$ cat src/rtl/sdiv_pkg.sv
// +----------------------------------------------------------------------------+
// | sdiv_pkg : shared types and helpers for the sequential signed divider      |
// | Rev 1.0  : initial release                                                 |
// +----------------------------------------------------------------------------+
`default_nettype none

package sdiv_pkg;

   typedef enum logic [2:0] {
      IDLE = 3'd0,
      LOAD = 3'd1,
      ITER = 3'd2,
      FIX  = 3'd3,
      DONE = 3'd4
   } sdiv_state_t;

   // Counter must hold the value W, hence one bit beyond $clog2(W).
   function automatic int cnt_width(input int w);
      return $clog2(w) + 1;
   endfunction

endpackage

`default_nettype wire

$ cat src/rtl/sdiv_if.sv
// +----------------------------------------------------------------------------+
// | sdiv_if  : start/done request bus between requester and sdiv_seq           |
// | Rev 1.0  : initial release; div_by_zero present with SDIV_DIVZERO_EN       |
// +----------------------------------------------------------------------------+
`default_nettype none

interface sdiv_if #(
   parameter int W = 8
) ();
   logic         start;
   logic [W-1:0] dividend;
   logic [W-1:0] divisor;
   logic         busy;
   logic         done;
   logic [W-1:0] quotient;
   logic [W-1:0] remainder;
`ifdef SDIV_DIVZERO_EN
   logic         div_by_zero;

   modport master (
      output start, dividend, divisor,
      input  busy, done, quotient, remainder, div_by_zero
   );
   modport slave (
      input  start, dividend, divisor,
      output busy, done, quotient, remainder, div_by_zero
   );
`else
   modport master (
      output start, dividend, divisor,
      input  busy, done, quotient, remainder
   );
   modport slave (
      input  start, dividend, divisor,
      output busy, done, quotient, remainder
   );
`endif
endinterface

`default_nettype wire

$ cat src/rtl/sdiv_step.sv
// +----------------------------------------------------------------------------+
// | sdiv_step : one combinational restoring-division iteration                 |
// | Rev 1.0   : initial release                                                |
// +----------------------------------------------------------------------------+
`default_nettype none

module sdiv_step #(
   parameter int W = 8
) (
   input  logic [W:0]   p,
   input  logic [W-1:0] a,
   input  logic [W:0]   d,
   output logic [W:0]   p_next,
   output logic [W-1:0] a_next
);
   logic [W:0]   p_sh;
   logic [W+1:0] diff;
   logic         ge;
   logic         unused_p_msb;

   // The partial remainder stays below |D| <= 2^(W-1), so its top bit never shifts out.
   assign unused_p_msb = p[W];

   assign p_sh   = {p[W-1:0], a[W-1]};
   assign diff   = {p_sh[W], p_sh} - {d[W], d};
   assign ge     = ~diff[W+1];
   assign p_next = ge ? diff[W:0] : p_sh;
   assign a_next = {a[W-2:0], ge};

endmodule

`default_nettype wire

$ cat src/rtl/sdiv_seq.sv
// +----------------------------------------------------------------------------+
// | sdiv_seq : multi-cycle signed restoring divider, one quotient bit/cycle    |
// | Option   : SDIV_DIVZERO_EN adds divide-by-zero detection and flag          |
// | Rev 1.0  : initial release                                                 |
// +----------------------------------------------------------------------------+
`default_nettype none

module sdiv_seq
   import sdiv_pkg::*;
#(
   parameter int W = 8
) (
   input logic  clk,
   input logic  rst,
   sdiv_if.slave bus
);
   localparam int            CW   = cnt_width(W);
   localparam logic [CW-1:0] LAST = CW'(W - 1);

   sdiv_state_t   state;
   sdiv_state_t   next_state;
   logic [CW-1:0] count;
   logic [W-1:0]  dvd;
   logic [W-1:0]  dvs;
   logic          sign_q;
   logic          sign_r;
   logic [W-1:0]  a_reg;
   logic [W:0]    p_reg;
   logic [W:0]    d_reg;
   logic [W-1:0]  quo;
   logic [W-1:0]  rem;
   logic [W:0]    dvs_ext;
   logic [W:0]    dvs_mag;
   logic [W-1:0]  dvd_mag;
   logic [W:0]    p_next;
   logic [W-1:0]  a_next;
`ifdef SDIV_DIVZERO_EN
   logic          dz;
`endif

   // A W-bit negate of -2^(W-1) yields 2^(W-1) as an unsigned magnitude.
   assign dvd_mag = dvd[W-1] ? -dvd : dvd;
   assign dvs_ext = {dvs[W-1], dvs};
   assign dvs_mag = dvs[W-1] ? -dvs_ext : dvs_ext;

   sdiv_step #(.W(W)) u_step (
      .p      (p_reg),
      .a      (a_reg),
      .d      (d_reg),
      .p_next (p_next),
      .a_next (a_next)
   );

   always_ff @(posedge clk) begin
      if (rst) state <= IDLE;
      else     state <= next_state;
   end

   always_comb begin
      next_state = state;
      unique case (state)
         IDLE: if (bus.start) next_state = LOAD;
`ifdef SDIV_DIVZERO_EN
         LOAD: next_state = (dvs == '0) ? DONE : ITER;
`else
         LOAD: next_state = ITER;
`endif
         ITER: if (count == LAST) next_state = FIX;
         FIX:  next_state = DONE;
         DONE: next_state = IDLE;
         default: next_state = IDLE;
      endcase
   end

   always_comb begin
      bus.busy = (state != IDLE);
      bus.done = (state == DONE);
   end

   always_ff @(posedge clk) begin
      if (rst) begin
         count  <= '0;
         dvd    <= '0;
         dvs    <= '0;
         sign_q <= 1'b0;
         sign_r <= 1'b0;
         a_reg  <= '0;
         p_reg  <= '0;
         d_reg  <= '0;
         quo    <= '0;
         rem    <= '0;
`ifdef SDIV_DIVZERO_EN
         dz     <= 1'b0;
`endif
      end else begin
         unique case (state)
            IDLE: if (bus.start) begin
               dvd    <= bus.dividend;
               dvs    <= bus.divisor;
               sign_q <= bus.dividend[W-1] ^ bus.divisor[W-1];
               sign_r <= bus.dividend[W-1];
`ifdef SDIV_DIVZERO_EN
               dz     <= 1'b0;
`endif
            end
            LOAD: begin
               a_reg <= dvd_mag;
               d_reg <= dvs_mag;
               p_reg <= '0;
               count <= '0;
`ifdef SDIV_DIVZERO_EN
               if (dvs == '0) begin
                  quo <= '1;
                  rem <= dvd;
                  dz  <= 1'b1;
               end
`endif
            end
            ITER: begin
               p_reg <= p_next;
               a_reg <= a_next;
               count <= count + CW'(1);
            end
            FIX: begin
               quo <= sign_q ? -a_reg : a_reg;
               rem <= sign_r ? -p_reg[W-1:0] : p_reg[W-1:0];
            end
            default: ;
         endcase
      end
   end

   assign bus.quotient  = quo;
   assign bus.remainder = rem;
`ifdef SDIV_DIVZERO_EN
   assign bus.div_by_zero = dz;
`endif

endmodule

`default_nettype wire
$ cat src/flat_wrapper.sv
// flat-port wrapper written by rule: the top's interface ports become plain ports
module sdiv_seq_flat import sdiv_pkg::*;
#(
   parameter int W = 8
)
  (clk, rst, bus_start, bus_dividend, bus_divisor, bus_busy, bus_done, bus_quotient, bus_remainder);
  sdiv_if #(.W(W)) bus_i ();
  input logic clk;
  input logic rst;
  input wire logic [$bits(bus_i.start)-1:0] bus_start;
  input wire logic [$bits(bus_i.dividend)-1:0] bus_dividend;
  input wire logic [$bits(bus_i.divisor)-1:0] bus_divisor;
  output wire logic [$bits(bus_i.busy)-1:0] bus_busy;
  output wire logic [$bits(bus_i.done)-1:0] bus_done;
  output wire logic [$bits(bus_i.quotient)-1:0] bus_quotient;
  output wire logic [$bits(bus_i.remainder)-1:0] bus_remainder;
  assign bus_i.start = bus_start;
  assign bus_i.dividend = bus_dividend;
  assign bus_i.divisor = bus_divisor;
  assign bus_busy = bus_i.busy;
  assign bus_done = bus_i.done;
  assign bus_quotient = bus_i.quotient;
  assign bus_remainder = bus_i.remainder;
  sdiv_seq #(.W(W)) u_core (.clk(clk), .rst(rst), .bus(bus_i));
endmodule
$ cat config.mk
export PLATFORM = sky130hd
export DESIGN_NAME = sdiv_seq_flat
export DESIGN_NICKNAME = d
export VERILOG_FILES = /design/src/rtl/sdiv_pkg.sv /design/src/rtl/sdiv_if.sv /design/src/rtl/sdiv_step.sv /design/src/rtl/sdiv_seq.sv /design/src/flat_wrapper.sv
export SDC_FILE = /design/constraint.sdc
export NUM_CORES = 1
export LEC_CHECK = 0
export BUFFER_PORTS_ARGS = -buffer_cell sky130_fd_sc_hd__buf_4
export CAP_MARGIN = 20
export CORE_MARGIN = 4
export CORE_UTILIZATION = 45
export CTS_CLUSTER_DIAMETER = 30
export DETAILED_ROUTE_END_ITERATION = 16
export GPL_TIMING_DRIVEN = 0
export MAX_ROUTING_LAYER = met4
export PLACE_DENSITY = 0.72
export REMOVE_ABC_BUFFERS = 1
export SYNTH_ARGS = -nofsm -noshare
export SYNTH_HDL_FRONTEND = slang
export SYNTH_SLANG_ARGS = --single-unit
$ cat constraint.sdc
create_clock -name clk -period 3.2 [get_ports clk]
set_clock_uncertainty 0.1 [all_clocks]
set_input_delay 0.48 -clock clk [delete_from_list [all_inputs] [get_ports clk]]
set_output_delay 0.48 -clock clk [all_outputs]
set_load 0.05 [all_outputs]
Word level (Yosys, flattened, before mapping):

Index checks and enable logic that the tools add are counted.

* register bits: 66
* output and inout bits: 18

* equality and inequality tests: 7
* add/subtract/negate cells: 6
* muxes and demuxes: 11
* reductions and logical operators: 5
* bitwise gates (word level): 2

Operator list (number)
* 2-to-1 mux 8 bit: 4
* case mux 8 bit (2 select lines): 2
* negation 8 bit: 3
* case mux 3 bit (4 select lines): 1
* subtractor 9 x 9 -> 10 bit: 1
* 2-to-1 mux 9 bit: 1
* negation 9 bit: 1
* case mux 4 bit (2 select lines): 1
* equality test 3 x 2 -> 1 bit, second input constant: 2
* 2-to-1 mux 3 bit: 2
* adder 4 x 1 -> 4 bit, second input constant: 1
* equality test 4 x 3 -> 1 bit, second input constant: 1
* AND reduction 2 bit: 2
* equality test 3 x 1 -> 1 bit, second input constant: 1
* equality test 3 bit, second input constant: 1
* logical NOT 3 bit: 1
* nonzero test 3 bit: 1
* inequality test 2 x 1 -> 1 bit, second input constant: 1
* inequality test 2 bit, second input constant: 1
* nonzero test 2 bit: 1
* inverter 1 bit: 1
* bitwise XOR 1 bit: 1

Depth between registers and ports, before layout:

* depth after elaboration: 3
* gate-level depth with buffers: 9

Modules after synthesis:

From an unflattened synthesis, not the netlist that was laid out.

* cells, all modules: 424
* area, all modules: 3698.5 um^2

By module, submodules not included
* sdiv_seq: area each 3010.4 um^2, seq. area each 1321.3 um^2, cells an instance 342, times used 1
* sdiv_step: area each 688.2 um^2, seq. area each 0.0 um^2, cells an instance 82, times used 1

Worst setup path before layout:

Ideal clock, no wire load.

* kind: reg-to-output
* start point: register u_core.state[1]
* end point: output bus_done
* setup slack: 1.035 ns
* data required time: 2.620 ns
* stages on the path, launching flop included: 3
* data arrival time: 1.585 ns
* cells stage by stage: dfxtp_1 > buf_2 > nor3b_1

* cells in the longest elaborated chain, start to end: 1

RTL lines
* start: declaration: RTL line sdiv_seq.sv:20 `sdiv_state_t state;`
* start signal: assignment: RTL line sdiv_seq.sv:56 `else state <= next_state;`
* equality test 3 bit: RTL line sdiv_seq.sv:77 `bus.done = (state == DONE);`
* end: declaration: RTL line flat_wrapper.sv:14 `output wire logic [$bits(bus_i.done)-1:0] bus_done;`

No other way between the ends.

Worst setup path after layout:

* start point: register u_core.p_reg[5]
* end point: register u_core.p_reg[0]

* cells in the longest elaborated chain, start to end: 3

RTL lines
* start: declaration: RTL line sdiv_seq.sv:28 `logic [W:0] p_reg;`
* start signal: assignment: RTL line sdiv_seq.sv:120 `p_reg <= p_next;`
* subtractor 9 x 9 -> 10 bit: RTL line sdiv_step.sv:25 `assign diff = {p_sh[W], p_sh} - {d[W], d};`
* 2-to-1 mux 8 bit: RTL line sdiv_step.sv:27 `assign p_next = ge ? diff[W:0] : p_sh;`
* case mux 8 bit (2 select lines): RTL line sdiv_seq.sv:96 `unique case (state)`

No other way between the ends.
A chain may end at the register's enable or synchronous reset.

==> out/qor.txt <==
Total GRT Usage: 0.166
WS Path Type: reg -> reg
Mapped cell area: 3360 um2
FFs w/ async S/R, synth: 0
Crit-path max FO: 16
Number of global-route vias before repair: 2646
Clock Latency Late Sink: 0.34 ns
Leak: 1.49 nW
Initial Utilization: 0.464
Top cell type's share of synthesized area: 0.387
CTS Buffer Depth: 2
Max Cap Viol: 0
Final Setup Violations: 0
Final TNS setup: 0 ns
Area Overhead vs Synth: 16.5%
Count leader, synth: dfxtp_1
Fmax: 0.418 GHz
Reg clk slew, reported paths: 0.07 ns
Gpl congestion: 0.880
RR Startpoint: u_core.p_reg[5]
Setup WS post-layout: 0.806 ns
# clock sinks: 65
Routed wire length: 6870 um
Tmin final: 2.39 ns
EDFF count, synth: 0
Reg2Reg Depth: 5
Share of layout cells above drive strength 1: 0.126
Commonest cells post-synth: dfxtp_1 (65), nand2_1 (62), nor2_1 (40), a21oi_1 (32), inv_1 (22)
Yosys reg bits: 65
Die width: 94.5 um
Grt ovf: 0
Startpoint Class: flip-flop
PortBufs: 36
Status: finished, final reports clean
Num CTS Buffers: 9
Synth warn: 0
Place WS: 0.847 ns
Global-route wire length before repair: 11600 um
Multi-input logic area: 1890 um2
Hold-fix buffers at CTS: 0
Tcrit/Tclk final: 0.748
Synth cell types: 49
Power Dens Cells: 525 nW/um2
Pins over their slew limit: 0
CTS H-tree lvls: 3
R2R Setup Slk: 0.81 ns
Sequential element share of the synthesized area: 0.387
Final Hold Fails: 0
Antenna violations before repair: 0
Drt initial violations: 136
Routed vias/inst: 5.18
Via count: 2815
Slew @ Worst Pin: 1.05 ns
Drt drc: 0
Syn_area_per_cell: 8.10 um2
Final HPWL DP: 4890 um
Nets: 473
Antenna cells: 0
Core box area: 7250 um2
Synth top area cells: dfxtp_1 (39%), nand2_1 (6.9%), ha_1 (5.2%)
WHS Path Cells: 3
Max FFs per register: 9
Top_reg_cell synth: dfxtp_1
Largest area contributor in the netlist: dfxtp_1
Num rows: 31
Fill count: 704
Die area: 8920 um2
Die Y: 94.5 um
Wire length per cell: 12.6 um
Drt pass-1 iters: 4
Setup Buffers After CTS: 0
Fin util: 0.540
Largest net degree at the start of global routing: 59
Hold Crit Class: in -> reg
Max-slew headroom: 0.301
TritonCTS clock tree: yes
Syn Inst Count: 415
CP Capture Type: flip-flop
Worst min-delay path startpoint: bus_dividend[5]
Root Driver: clkbuf_8
Req. time, crit path: 3.34 ns
Total power: 0.00206 W
Arr. time, crit path: 2.53 ns
VDD IR max: 211 uV
Sequential cell area: 1300 um2
Hold Crit Endpoint: u_core.dvd[5]
Number of routed nets with antenna violations: 0
Unrepaired setup endpoints after global routing: no
I/O pin count: 37
Reg2Reg Capture Point: u_core.p_reg[0]
Hold slack: 0.278 ns
CTS-repair resized insts: 0
==> cell usage in the layout, fill, tap and decap left out, types with 2 or more instances in the layout <==
master,count
a21oi_1,32
bufinv_16,2
o31ai_1,8
a22oi_1,9
o21ai_0,15
o211ai_1,4
xor2_1,14
and2_1,2
nor2_1,40
nor2b_1,8
buf_4,36
dfxtp_1,65
nand3_1,5
o31a_1,2
clkinvlp_4,2
a211oi_1,21
o41ai_1,2
inv_1,22
nand2b_1,5
clkbuf_8,11
nand4_1,3
mux2i_1,6
nand2_1,62
or3_1,6
a32o_1,2
nor3_1,7
ha_1,14
xnor2_1,12
nor3b_1,3
==> power by group <==
group | leakage, nW | switching [W] | internal, W | total (W)
sequential | 0.528 | 0.0000471 | 0.000847 | 0.000894
clock | 0.109 | 0.000309 | 0.000481 | 0.000790
combinational | 0.856 | 0.000219 | 0.000153 | 0.000372
total | 1.49 | 0.000575 | 0.00148 | 0.00206
==> cell families (layout without fill, tap and decap cells) <==
kind of cell,Yosys count,after routing,share of synthesized area
compound gates,107,107,0.210
xor+xnor,26,26,0.0677
fa+ha+maj,15,15,0.0580
buf+inv,46,75,0.0532
flops,65,65,0.387
mux,7,7,0.0212
simple gates,149,149,0.203
==> routing by layer <==
metal / track usage / wire, um
met5: - / 0
met4: 0.0781 / 132
met3: 0.0351 / 286
met2: 0.272 / 3050
met1: 0.196 / 3400
==> worst max-delay path, cell delays in order (launching register included) <==
cell      delay, ns
dfxtp_1        0.46
ha_1           0.33
a2111o_1       0.40
o211a_1        0.39
or3_1          0.36
a32o_1         0.25
==> worst max-delay path by stage <==
stage,end,slack (ns),from,cells past startpoint
6_report,u_core.p_reg[0],0.81,u_core.p_reg[5],5
4_1_cts,u_core.p_reg[2],0.82,u_core.p_reg[5],5
5_1_grt,u_core.count[2],0.68,u_core.state[1],4
2_1_floorplan,u_core.count[2],1.01,u_core.state[1],4
3_5_place_dp,u_core.p_reg[2],0.85,u_core.p_reg[5],5
3_3_place_gp,u_core.a_reg[3],0.38,u_core.state[1],4
==> through the flow <==
step           std cells  area (um2)
3_3_place_gp         526        3660
6_report             543        3920
2_1_floorplan        391        3270
3_5_place_dp         527        3690
5_1_grt              543        3920
4_1_cts              543        3920
==> cell type report <==
class | count | share of cell area
flip-flops and latches | 65 | 0.332
inverters | 22 | 0.0211
well taps | 99 | 0.0316
clock buffers | 12 | 0.0396
multi-input cells | 304 | 0.484
clock inverters | 4 | 0.0192
repair buffers | 37 | 0.0728
(Power assumes the default switching activity.)
